**config.mk**
```make
export PLATFORM = sky130hd
export DESIGN_NAME = mc_path_gen
export DESIGN_NICKNAME = d
export VERILOG_FILES = /design/src/rtl/mc_path_gen.sv
export SDC_FILE = /design/constraint.sdc
export NUM_CORES = 1
export LEC_CHECK = 0
export ABC_AREA = 0
export CAP_MARGIN = 40
export CELL_PAD_IN_SITES_DETAIL_PLACEMENT = 1
export CELL_PAD_IN_SITES_GLOBAL_PLACEMENT = 1
export CORE_MARGIN = 1.5
export CORE_UTILIZATION = 52
export CTS_CLUSTER_SIZE = 8
export DETAILED_ROUTE_END_ITERATION = 8
export PLACE_DENSITY_LB_ADDON = 0.25
export SKIP_CTS_REPAIR_TIMING = 1
export SYNTH_ARGS = -nofsm -noshare
export SYNTH_HDL_FRONTEND = slang
export SYNTH_SLANG_ARGS = --single-unit
```
**constraint.sdc**
```tcl
create_clock -name clk -period 27.8 [get_ports clk]
set_input_delay 5.56 -clock clk [delete_from_list [all_inputs] [get_ports clk]]
set_output_delay 5.56 -clock clk [all_outputs]
set_load 0.01 [all_outputs]
```
**src/rtl/mc_path_gen.sv**
```systemverilog
// rtl/mc_path_gen.sv - LFSR-driven Monte Carlo price path generator with replay
module mc_path_gen #(
    parameter int unsigned STEPS     = 16,
    parameter logic [15:0] SEED      = 16'hACE1,
    parameter int unsigned VOL_SHIFT = 8
) (
    input  logic        clk,
    input  logic        rst,
    input  logic        start,
    input  logic [11:0] s0,
    input  logic        resend,
    output logic [11:0] path,
    output logic        path_valid,
    output logic        path_last,
    output logic        busy
);

    localparam logic [15:0] SEED_EFF = (SEED == 16'h0) ? 16'hACE1 : SEED;
    localparam int KW = $clog2(STEPS);
    localparam logic [KW-1:0] K_LAST = KW'(STEPS - 1);
    localparam logic [KW-1:0] K_PRE  = KW'(STEPS - 2);

    typedef enum logic [1:0] {IDLE, GEN, HOLD} state_t;

    state_t        state, state_nxt;
    logic [15:0]   lfsr, lfsr_nxt, lfsr_snap, snap_nxt;
    logic [11:0]   s0_lat, s0_lat_nxt, path_nxt;
    logic [KW-1:0] k, k_nxt;
    logic          valid_nxt, last_nxt, busy_nxt;

    logic [6:0]         nib_sum;
    logic signed [6:0]  r;
    logic signed [18:0] s_ext, r_ext, prod, delta;
    logic signed [19:0] sum_s;
    logic [11:0]        s_next;
    logic [15:0]        lfsr_adv;

    // The displayed sample is the current S; r comes from the LFSR state shown alongside it.
    assign nib_sum  = 7'(lfsr[3:0]) + 7'(lfsr[7:4]) + 7'(lfsr[11:8]) + 7'(lfsr[15:12]);
    assign r        = $signed(nib_sum - 7'd30);
    assign s_ext    = $signed({7'b0, path});
    assign r_ext    = {{12{r[6]}}, r};
    assign prod     = s_ext * r_ext;
    assign delta    = prod >>> VOL_SHIFT;
    assign sum_s    = $signed({8'b0, path}) + $signed({delta[18], delta});
    assign lfsr_adv = lfsr[0] ? ((lfsr >> 1) ^ 16'hB400) : (lfsr >> 1);

    always_comb begin
        s_next = sum_s[11:0];
        if (sum_s < 20'sd1)
            s_next = 12'd1;
        else if (sum_s > 20'sd4095)
            s_next = 12'd4095;
    end

    always_comb begin
        state_nxt  = state;
        lfsr_nxt   = lfsr;
        snap_nxt   = lfsr_snap;
        s0_lat_nxt = s0_lat;
        path_nxt   = path;
        k_nxt      = k;
        valid_nxt  = 1'b0;
        last_nxt   = 1'b0;
        busy_nxt   = 1'b0;
        case (state)
            IDLE: begin
                if (start) begin
                    s0_lat_nxt = s0;
                    snap_nxt   = lfsr;
                    path_nxt   = s0;
                    k_nxt      = '0;
                    valid_nxt  = 1'b1;
                    busy_nxt   = 1'b1;
                    state_nxt  = GEN;
                end
            end
            GEN: begin
                if (resend) begin
                    lfsr_nxt  = lfsr_snap;
                    path_nxt  = s0_lat;
                    k_nxt     = '0;
                    valid_nxt = 1'b1;
                    busy_nxt  = 1'b1;
                end else begin
                    lfsr_nxt = lfsr_adv;
                    if (k == K_LAST) begin
                        k_nxt     = '0;
                        state_nxt = HOLD;
                    end else begin
                        path_nxt  = s_next;
                        k_nxt     = k + 1'b1;
                        valid_nxt = 1'b1;
                        busy_nxt  = 1'b1;
                        last_nxt  = (k == K_PRE);
                    end
                end
            end
            HOLD: begin
                // Replay beats a new path when both arrive together.
                if (resend) begin
                    lfsr_nxt  = lfsr_snap;
                    path_nxt  = s0_lat;
                    k_nxt     = '0;
                    valid_nxt = 1'b1;
                    busy_nxt  = 1'b1;
                    state_nxt = GEN;
                end else if (start) begin
                    s0_lat_nxt = s0;
                    snap_nxt   = lfsr;
                    path_nxt   = s0;
                    k_nxt      = '0;
                    valid_nxt  = 1'b1;
                    busy_nxt   = 1'b1;
                    state_nxt  = GEN;
                end
            end
            default: state_nxt = IDLE;
        endcase
    end

    always_ff @(posedge clk or posedge rst) begin
        if (rst) begin
            state      <= IDLE;
            lfsr       <= SEED_EFF;
            lfsr_snap  <= SEED_EFF;
            s0_lat     <= '0;
            path       <= '0;
            k          <= '0;
            path_valid <= 1'b0;
            path_last  <= 1'b0;
            busy       <= 1'b0;
        end else begin
            state      <= state_nxt;
            lfsr       <= lfsr_nxt;
            lfsr_snap  <= snap_nxt;
            s0_lat     <= s0_lat_nxt;
            path       <= path_nxt;
            k          <= k_nxt;
            path_valid <= valid_nxt;
            path_last  <= last_nxt;
            busy       <= busy_nxt;
        end
    end

endmodule

```
==> metrics <==
CTS root buf=clkbuf_16; GP Congestion=0.890; DR vias/cell=6.19; Die Width=121 um; Crit Path Max Fanout=12; total gr overflow=0; IO Count=31; Clock Latency Late Sink=0.34 ns; Avg Cell Area, Syn=8.62 um2; largest net degree at the start of global routing=65; critical path startpoint=lfsr[0]; routed wire length=23.2 mm; post-synth cell types=60; Mapped Nets=987; DP Wirelength=16.7 mm; Slew @ Worst Pin=0.914 ns; EDFF count, synth=0; RSZ-0062 raised after global routing=no; top cells by area, synth=dfrtp_1, fa_1, ha_1, inv_1, dfstp_2; Yosys top cell area share=16.5%; Area growth syn-to-layout=10.0%; Seq/Total Area, Yosys=22.3%; Setup crit start kind=register; drt pass-1 iters=4; share of layout cells above drive strength 1=8.16%; H-tree Lvls=3; Max Buffers Root-to-Sink=2; Post-synth ARST share=100%; drt drc=0; final clock skew=0.00398 ns; Post-Synthesis Cells=842; initial antenna violation count=0; Critical-path top delay cell=xor2_1; reg2reg start=lfsr[0]; Worst path most repeated cell=fa_1; Iter 0 DRT Violations=397; Starting Density=54.0%; gr usage total=34.0%; Worst Hold Class=register to register; CTS clock-pin slew for the worst setup and hold paths=0.05 ns; relative slew slack=38.8%; required time of the critical path=28.05 ns; vias in the first global route=7229; outcome=finished, final reports clean; CTS Buf Count=9; crit share post-route=37.5%; first-pass GRT wire length=38.2 mm; Syn Std Cell Area=7260 um2; Synthesis Warnings=0; CTS tree=done; clk sinks=64; Max Cap Viol=0; WHS Path Cells=2; routed len/inst=22.4 um; row count=42; layout net count=998; Worst Hold Launch=lfsr_snap[15]; Final setup viols=0; Fmax=95.9 MHz; Worst EP arrival=10.67 ns; peak per-stage delay on the critical path=0.74 ns; CP Class=register to register; Core Region=13500 um2; port bufs=30; vias=6404; final slew viol count=0; Synth Flop Type=dfrtp_1; antenna-violating nets left=0; FF-to-FF End=path[7]; # diodes=0; most frequent cells in the layout=inv_1, ha_1, nand2_1; hold endpoint=lfsr_snap[15]; Yosys reg bits=64; DIE AREA=14700 um2; crit end category=register; leading cell type in the layout, fill and taps excluded=inv_1; height of the chip=121 um; Hold Vio Cnt, Final=0; R2R depth=34; min Tclk post-route=10.42 ns; Final TNS setup=0 ns; area leader, netlist=dfrtp_1; worst reg2reg setup slack=17.38 ns
[worst max-delay path by stage]
| stage | to | slack, ns | cells after the start |
|---|---|---|---|
| final | path[7] | 17.38 | 34 |
| after global routing | path[7] | 16.68 | 34 |
| after CTS | path[7] | 17.49 | 34 |
| after detailed placement | path[8] | 17.71 | 34 |
| after global placement | path[7] | 17.99 | 34 |
| after floorplan | path[1] | 18.98 | 36 |
[metal layers]
layer	vias up	wire length, um	global-route usage, %
met5	-	0	0
met4	0	909	14.4
met3	68	958	5.73
met2	182	12000	60.8
met1	3278	9310	40.4
li1	2876	-	-
[worst max-delay path: cells and delay by family (launching register included)]
kind | cells | cell delay, ns
buffers and inverters | 5 | 0.39
XOR/XNOR | 1 | 0.74
AO/OA/AOI/OAI | 11 | 2.69
adder cells (fa/ha/maj) | 10 | 4.25
flip-flops | 1 | 0.65
AND/OR/NAND/NOR | 7 | 1.58
[layout make-up]
class / instances / area, um2
fillers: 1596 / 5470
multi-input cells: 613 / 5010
flip-flops and latches: 64 / 1620
inverters: 125 / 469
repair buffers: 40 / 403
clock buffers: 15 / 258
well taps: 176 / 220
clock inverters: 1 / 5.00
[registers in the layout, indices dropped and copies added, names as in the netlist]
signal,cells
lfsr,16
lfsr_snap,16
path,12
s0_lat,12
k,4
state,2
busy,1
path_last,1
[Yosys cell counts (7+ instances only)]
library cell and number:
mux2_2 21, dfrtp_1 48, mux2i_1 11, nand3_1 11
xor2_1 7, o211ai_1 15, a211oi_1 7, o22ai_1 35
ha_1 71, nand2_1 66, nor3_1 12, a21oi_1 58
o21ai_0 46, dfstp_2 16, nand2b_1 13, fa_1 58
and2_1 40, or3_1 8, inv_1 125, o21a_1 8
nor2_1 44, clkbuf_1 35, xnor2_1 13, nor2b_1 8
[through the flow]
stage,cell area (um2),utilization [%],cells,worst slack [ns],hold slack (ns)
final,7990,59.4,1034,17.38,0.500
after global routing,7990,59.4,1034,16.68,0.523
after CTS,7990,59.4,1034,17.49,0.503
after detailed placement,7720,57.4,1018,17.71,0.473
after global placement,7670,57.0,1014,17.99,0.454
after floorplan,7260,-,842,18.98,0.441
[kinds of logic after synthesis]
| logic type | share of synthesized area [%] |
|---|---|
| AOI/OAI and AO/OA | 18.0 |
| muxes | 4.77 |
| adders and majority gates | 28.2 |
| buffers and inverters | 8.65 |
| xor gates and xnor gates | 2.86 |
| DFF | 22.3 |
| and+or+nand+nor | 15.2 |
Power is left out: the tool's default activity adds up to more than one toggle a clock period on the data nets, which glitch-free logic cannot reach.
